[src/rtl/poly_mult_mac.sv]
// Streaming NTT-based polynomial multiply/accumulate over Z_Q[x]/(x^N +/- 1).
// Generates its twiddle tables in INIT, then loops LOAD -> NTT -> MAC -> (LOAD | INTT -> OUT).
module poly_mult_mac #(
    parameter int Q       = 17,
    parameter int N       = 8,
    parameter int LOGQ    = 5,
    parameter int LOGN    = 3,
    parameter int PSI     = 3,
    parameter int PSI_INV = 6,
    parameter int N_INV   = 15
) (
    input  logic            clk,
    input  logic            reset,
    input  logic            in_valid,
    input  logic [LOGQ-1:0] poly_in0,
    input  logic [LOGQ-1:0] poly_in1,
    input  logic            acc,
    input  logic            cyclic,
    output logic            in_ready,
    output logic            out_valid,
    output logic [LOGQ-1:0] poly_out,
    input  logic            out_ready,
    output logic            busy
);

    localparam int              SW          = (LOGN > 1) ? $clog2(LOGN) : 1;
    localparam logic [SW-1:0]   LAST_STAGE  = SW'(LOGN - 1);
    localparam logic [LOGN-1:0] CNT_MAX     = LOGN'(N - 1);
    localparam logic [LOGQ-1:0] ONE         = LOGQ'(1);
    localparam logic [LOGQ-1:0] Q_L         = LOGQ'(Q);
    localparam logic [LOGQ:0]   Q_W         = (LOGQ + 1)'(Q);
    localparam logic [2*LOGQ-1:0] Q_P       = (2 * LOGQ)'(Q);
    localparam logic [LOGQ-1:0] NINV_L      = LOGQ'(N_INV);
    localparam logic [LOGQ-1:0] PSI_L       = LOGQ'(PSI);
    localparam logic [LOGQ-1:0] PSI_INV_L   = LOGQ'(PSI_INV);
    localparam logic [LOGQ-1:0] OMEGA_L     = LOGQ'((PSI * PSI) % Q);
    localparam logic [LOGQ-1:0] OMEGA_INV_L = LOGQ'((PSI_INV * PSI_INV) % Q);

    typedef enum logic [2:0] {S_INIT, S_LOAD, S_NTT, S_MAC, S_INTT, S_OUT} state_t;

    function automatic logic [LOGQ-1:0] mulmod(input logic [LOGQ-1:0] a, input logic [LOGQ-1:0] b);
        logic [2*LOGQ-1:0] p;
        logic [2*LOGQ-1:0] r;
        p = a * b;
        r = p % Q_P;
        return r[LOGQ-1:0];
    endfunction

    function automatic logic [LOGQ-1:0] addmod(input logic [LOGQ-1:0] a, input logic [LOGQ-1:0] b);
        logic [LOGQ:0] s;
        s = {1'b0, a} + {1'b0, b};
        if (s >= Q_W) s = s - Q_W;
        return s[LOGQ-1:0];
    endfunction

    function automatic logic [LOGQ-1:0] submod(input logic [LOGQ-1:0] a, input logic [LOGQ-1:0] b);
        return (a >= b) ? (a - b) : (a + (Q_L - b));
    endfunction

    function automatic logic [LOGN-1:0] bitrev(input logic [LOGN-1:0] x);
        logic [LOGN-1:0] r;
        for (int i = 0; i < LOGN; i++) r[i] = x[LOGN-1-i];
        return r;
    endfunction

    state_t          state, state_n;
    logic [LOGN-1:0] cnt;
    logic [SW-1:0]   stage;
    logic            acc_first, acc_q, cyc_q;

    logic [LOGQ-1:0] a_mem [N];
    logic [LOGQ-1:0] b_mem [N];
    logic [LOGQ-1:0] c_mem [N];
    logic [LOGQ-1:0] w_tab [N];
    logic [LOGQ-1:0] iw_tab [N];
    logic [LOGQ-1:0] phi_tab [N];
    logic [LOGQ-1:0] iphi_tab [N];

    logic            in_fire, out_fire, cnt_last, stage_last, bf_en, mode_now;
    logic [LOGN-1:0] prev, half_bit, hi_idx, tw_idx, rev_idx, out_idx;
    logic [2*LOGN-1:0] tw_wide;
    logic [LOGQ-1:0] twist, a_v, b_v, c_v, mac_sum, out_coef;

    assign in_fire    = in_valid && in_ready;
    assign out_fire   = out_valid && out_ready;
    assign cnt_last   = (cnt == CNT_MAX);
    assign stage_last = (stage == LAST_STAGE);
    assign prev       = cnt - 1'b1;
    assign rev_idx    = bitrev(cnt);

    // Butterfly pairs (cnt, cnt | 2^stage); twiddle exponent is (cnt mod 2^stage) * N / 2^(stage+1).
    assign half_bit = LOGN'(1) << stage;
    assign hi_idx   = cnt | half_bit;
    assign bf_en    = ~cnt[stage];
    assign tw_wide  = {{LOGN{1'b0}}, cnt} << (LAST_STAGE - stage);
    assign tw_idx   = tw_wide[LOGN-1:0];
    assign a_v      = mulmod(a_mem[hi_idx], w_tab[tw_idx]);
    assign b_v      = mulmod(b_mem[hi_idx], w_tab[tw_idx]);
    assign c_v      = mulmod(c_mem[hi_idx], iw_tab[tw_idx]);

    // The mode of the beat being accepted is live on beat 0, latched afterwards.
    assign mode_now = (cnt == '0) ? cyclic : cyc_q;
    assign twist    = mode_now ? ONE : phi_tab[cnt];
    assign mac_sum  = addmod(acc_first ? '0 : c_mem[rev_idx], mulmod(a_mem[cnt], b_mem[cnt]));

    assign out_idx  = (state != S_OUT) ? '0 : (out_fire ? cnt + 1'b1 : cnt);
    assign out_coef = mulmod(c_mem[out_idx], cyc_q ? NINV_L : iphi_tab[out_idx]);

    // NOTE: every signal written in always_comb gets a default first, so no latch is inferred.
    always_comb begin
        state_n = state;
        case (state)
            S_INIT:  if (cnt_last) state_n = S_LOAD;
            S_LOAD:  if (in_fire && cnt_last) state_n = S_NTT;
            S_NTT:   if (cnt_last && stage_last) state_n = S_MAC;
            S_MAC:   if (cnt_last) state_n = acc_q ? S_LOAD : S_INTT;
            S_INTT:  if (cnt_last && stage_last) state_n = S_OUT;
            S_OUT:   if (out_fire && cnt_last) state_n = S_LOAD;
            default: state_n = S_INIT;
        endcase
    end

    // NOTE: sequential state uses non-blocking assignments so all registers update from pre-edge values.
    always_ff @(posedge clk or posedge reset) begin
        if (reset) begin
            state     <= S_INIT;
            cnt       <= '0;
            stage     <= '0;
            acc_first <= 1'b1;
            acc_q     <= 1'b0;
            cyc_q     <= 1'b0;
            in_ready  <= 1'b0;
            out_valid <= 1'b0;
            busy      <= 1'b1;
            poly_out  <= '0;
        end else begin
            state     <= state_n;
            in_ready  <= (state_n == S_LOAD);
            out_valid <= (state_n == S_OUT);
            busy      <= (state_n != S_LOAD);
            poly_out  <= (state_n == S_OUT) ? out_coef : '0;
            case (state)
                S_INIT, S_MAC: cnt <= cnt + 1'b1;
                S_LOAD: if (in_fire) begin
                    cnt <= cnt + 1'b1;
                    if (cnt == '0) begin
                        acc_q <= acc;
                        cyc_q <= cyclic;
                    end
                end
                S_NTT, S_INTT: begin
                    cnt <= cnt + 1'b1;
                    if (cnt_last) stage <= stage_last ? '0 : stage + 1'b1;
                end
                S_OUT:   if (out_fire) cnt <= cnt + 1'b1;
                default: ;
            endcase
            if (state == S_MAC && cnt_last) acc_first <= 1'b0;
            if (state == S_OUT && out_fire && cnt_last) acc_first <= 1'b1;
        end
    end

    // NOTE: the coefficient and twiddle memories carry no reset; INIT and LOAD rewrite them before use.
    always_ff @(posedge clk) begin
        case (state)
            S_INIT: if (cnt == '0) begin
                w_tab[0]    <= ONE;
                iw_tab[0]   <= ONE;
                phi_tab[0]  <= ONE;
                iphi_tab[0] <= NINV_L;
            end else begin
                w_tab[cnt]    <= mulmod(w_tab[prev], OMEGA_L);
                iw_tab[cnt]   <= mulmod(iw_tab[prev], OMEGA_INV_L);
                phi_tab[cnt]  <= mulmod(phi_tab[prev], PSI_L);
                iphi_tab[cnt] <= mulmod(iphi_tab[prev], PSI_INV_L);
            end
            S_LOAD: if (in_fire) begin
                a_mem[rev_idx] <= mulmod(poly_in0, twist);
                b_mem[rev_idx] <= mulmod(poly_in1, twist);
            end
            S_NTT: if (bf_en) begin
                a_mem[cnt]    <= addmod(a_mem[cnt], a_v);
                a_mem[hi_idx] <= submod(a_mem[cnt], a_v);
                b_mem[cnt]    <= addmod(b_mem[cnt], b_v);
                b_mem[hi_idx] <= submod(b_mem[cnt], b_v);
            end
            S_MAC: c_mem[rev_idx] <= mac_sum;
            S_INTT: if (bf_en) begin
                c_mem[cnt]    <= addmod(c_mem[cnt], c_v);
                c_mem[hi_idx] <= submod(c_mem[cnt], c_v);
            end
            default: ;
        endcase
    end

endmodule

[config.mk]
export PLATFORM = sky130hd
export DESIGN_NAME = poly_mult_mac
export DESIGN_NICKNAME = d
export VERILOG_FILES = /design/src/rtl/poly_mult_mac.sv
export SDC_FILE = /design/constraint.sdc
export NUM_CORES = 1
export LEC_CHECK = 0
export ABC_CLOCK_PERIOD_IN_PS = 13300
export CORE_MARGIN = 4
export CORE_UTILIZATION = 50
export DETAILED_ROUTE_END_ITERATION = 6
export PLACE_DENSITY = 0.79
export SLEW_MARGIN = 20
export SYNTH_ARGS = -nofsm -noshare
export SYNTH_HDL_FRONTEND = slang
export SYNTH_SLANG_ARGS = --single-unit
[constraint.sdc]
create_clock -name clk -period 13.3 [get_ports clk]
set_input_delay 2.66 -clock clk [delete_from_list [all_inputs] [get_ports clk]]
set_output_delay 2.66 -clock clk [all_outputs]
set_load 0.02 [all_outputs]
==> key figures <==
Yosys
  – Top_reg_cell synth: edfxtp_1
  – Synth warnings: 0
  – Syn nets: 4165
  – Synth Instances: roughly 3800
  – Netlist cell types: 120
  – Synthesized area: between 0.03 and 0.04 sq mm
  – Largest area contributor in the netlist: edfxtp_1
  – Area share of the largest cell type after synthesis: between 20% and 30%
  – Mapped Avg Cell Area: between 9 and 10 sq um
  – EDFF count, synth: between 200 and 300
  – Asr flop ratio synth: 6.355%
  – Top post-synthesis cells by area: edfxtp_1 (24%), ha_1 (9.0%), mux4_2 (8.3%)
  – Synth Register Bits: around 300
  – Post-synthesis sequential area ratio: between 20 and 30%

Cells and area
  – Share of layout cells above drive strength 1: about an eighth
  – Design area: 0.03776 sq mm
  – Layout area overhead: 7.932%
  – Ant. Diodes: 0
  – Most frequent cells in the layout: nand2_1 (368), nor2_1 (346), edfxtp_1 (280), ha_1 (252), inv_1 (229)
  – # nets final: approximately 4200
  – Filler cells: 5990
  – Leading cell type in the layout, fill and taps excluded: nand2_1

STA
  – Final Max Tran Viols: 0
  – Setup Viol. Count Final: 0
  – Final Hold Vio Count: 0
  – Worst Hold Slack: 0.5394 ns
  – Final period utilization: between 90% and 100%
  – Worst rel slew slack: a little under a third
  – Post-Route Skew: around 0.012 ns
  – Fin crit period: 12.54 ns
  – Setup TNS: 0 ns
  – Max Fclk: ~80 MHz
  – Least-Margin Pin Slew: approximately 1.0 ns

Worst setup path
  – Crit Path Max Fanout: 10
  – Required time of the critical path: ~14 ns
  – Worst path slowest cell: or4_1
  – Cell family with most CP delay: simple AND/OR/NAND/NOR gates
  – WP data arrival: 12.98 ns
  – Crit path capture type: flip-flop
  – WS Path Type: reg2reg
  – Levels on crit path: between 40 and 50
  – Buf/Inv on CP: 4
  – Delay of the slowest critical-path stage: 0.57 ns
  – Reg2Reg Depth: 42
  – Crit start category: flip-flop

Clock tree
  – Worst-Skew Late Latency: between 0.5 and 0.6 ns
  – Setup Buffers After CTS: 0
  – CTS tree: built
  – CTS Buf Count: 30
  – Clock buffer depth: 3
  – Clock root buffer: clkbuf_16
  – Clock sinks: ~300
  – H-Tree Depth: 1
  – Clock slew at reported path FFs: approximately 0.060 ns

Route
  – Final wirelength: slightly above 90000 microns
  – Routed Antenna Nets: 0
  – WL per Instance: a little under 20 microns
  – Vias/cell: around 6.5
  – Drt first pass iters: 7
  – Number of remaining DRC errors: 3
  – Via count: between 30000 and 40000
  – DRT iter0 DRCs: around 3500

Run
  – Max-cap viol count: 0

Placed design
  – Detailed Place HPWL: about 69000 microns
  – Quantity of I/O buffers inserted on ports: 23
  – Placed Area: approximately 0.037 sq mm
  – RD Place Congestion: about 0.94

Floorplanning
  – Core Footprint: roughly 0.07 sq mm
  – # IOs: 24
  – Die boundary width: between 200 and 300 microns
  – Initial Util: ~51%
  – Die Height: roughly 270 microns
  – Core Rows: 96
  – Full die area: 0.07427 sq mm

Hold path
  – Worst Hold Path Cells: 1
  – Worst Hold Class: reg2reg

Global routing
  – Gr usage total: 24.10%
  – Grt total ovfl: 0
  – Vias in the first global route: about 29000
  – First-pass GRT wire length: between 150000 and 200000 microns
  – Largest net degree at the start of global routing: 75
  – Initial antenna violation count: 0

Run status
  – Violated checks: design-rule violations
  – Status: finished with violations
==> cell families after synthesis <==
group                    count (synthesis)  share of synthesized area [%]
adder cells (fa/ha/maj)                338                          13.82
multiplexers                           288                          12.97
AND/OR/NAND/NOR                       1310                          18.16
AO/OA/AOI/OAI                         1040                          21.39
buffers and inverters                  382                          4.205
XOR/XNOR                               157                          4.052
flip-flops                             299                          25.40
==> synthesized netlist by cell type (17+ instances only) <==
master,number
a21oi_1,204
nor2_1,351
a211o_1,25
mux2i_1,129
mux2_2,26
clkbuf_1,98
dfrtp_1,17
o31ai_1,23
buf_1,23
or2_2,47
mux4_2,129
a311oi_1,17
xnor2_1,98
and2_1,52
o211ai_1,68
a211oi_1,65
inv_1,229
o21ai_1,30
a21o_1,62
fa_1,82
xor2_1,55
nand3_1,107
o21a_1,25
nand2b_1,34
nor4_1,20
nand4_1,27
nand2_1,369
nor3_1,91
or3_1,42
buf_2,21
a31oi_1,50
ha_1,253
a221o_1,18
nor2b_1,46
and3_1,39
o22ai_1,41
edfxtp_1,280
o21ai_0,145
==> area by class of cell <==
| type | count | area, sq um | share of cell area (%) |
|---|---|---|---|
| Timing Repair Buffer | 125 | 999.7 | 2.647 |
| Clock inverter | 17 | 215.2 | 0.5699 |
| Tap cell | 931 | 1165 | 3.085 |
| Inverter | 235 | 882.1 | 2.336 |
| Clock buffer | 36 | 794.5 | 2.104 |
| Sequential cell | 299 | 8892 | 23.55 |
| Multi-Input combinational cell | 3133 | 24820 | 65.71 |
==> timing repair <==
action                     CTS  global route
gates resized for setup      0            21
hold buffers                 0             0
setup endpoints to repair    0            96
==> metal layers <==
metal	vias to the layer above	GRT usage [%]	routed length, microns	part of all wire, %
met5	-	0	0	0
met4	0	9.149	3505	3.8
met3	194	2.695	7501	8.0
met2	1506	40.22	43810	47
met1	15000	32.46	38630	41
li1	14500	-	-	-
==> stage by stage <==
stage | worst slack [ns] | std cells | utilization, %
after global placement | 0.6578 | 4723 | 53.15
after global routing | -0.009430 | 4776 | 54.77
after detailed placement | 0.5905 | 4723 | 53.16
after CTS | 0.5429 | 4776 | 54.62
after floorplan | 0.7896 | 3814 | -
final | 0.7598 | 4776 | 54.77
==> final timing paths <==
path | end | startpoint | slack, ns
worst max-delay path | b_mem[6][3] | stage[0] | 0.76
worst min-delay path | acc_q | acc_q | 0.54
worst max register to register | b_mem[6][3] | stage[0] | 0.76
worst min register to register | acc_q | acc_q | 0.54
max in group asynchronous | cnt[0] | reset | 10.00
min in group asynchronous | poly_out[1] | reset | 2.62
==> registers in the layout (all words and copies together), names as in the netlist <==
name / count
acc_first: 1
w_tab: 40
acc_q: 1
c_mem: 40
out_valid: 1
stage: 2
cyc_q: 1
poly_out: 5
b_mem: 40
iphi_tab: 40
cnt: 3
busy: 1
state: 3
iw_tab: 40
phi_tab: 40
in_ready: 1
a_mem: 40
Power is not shown: default switching activity piles up to over one toggle a cycle in this logic, so the estimate is an artifact.
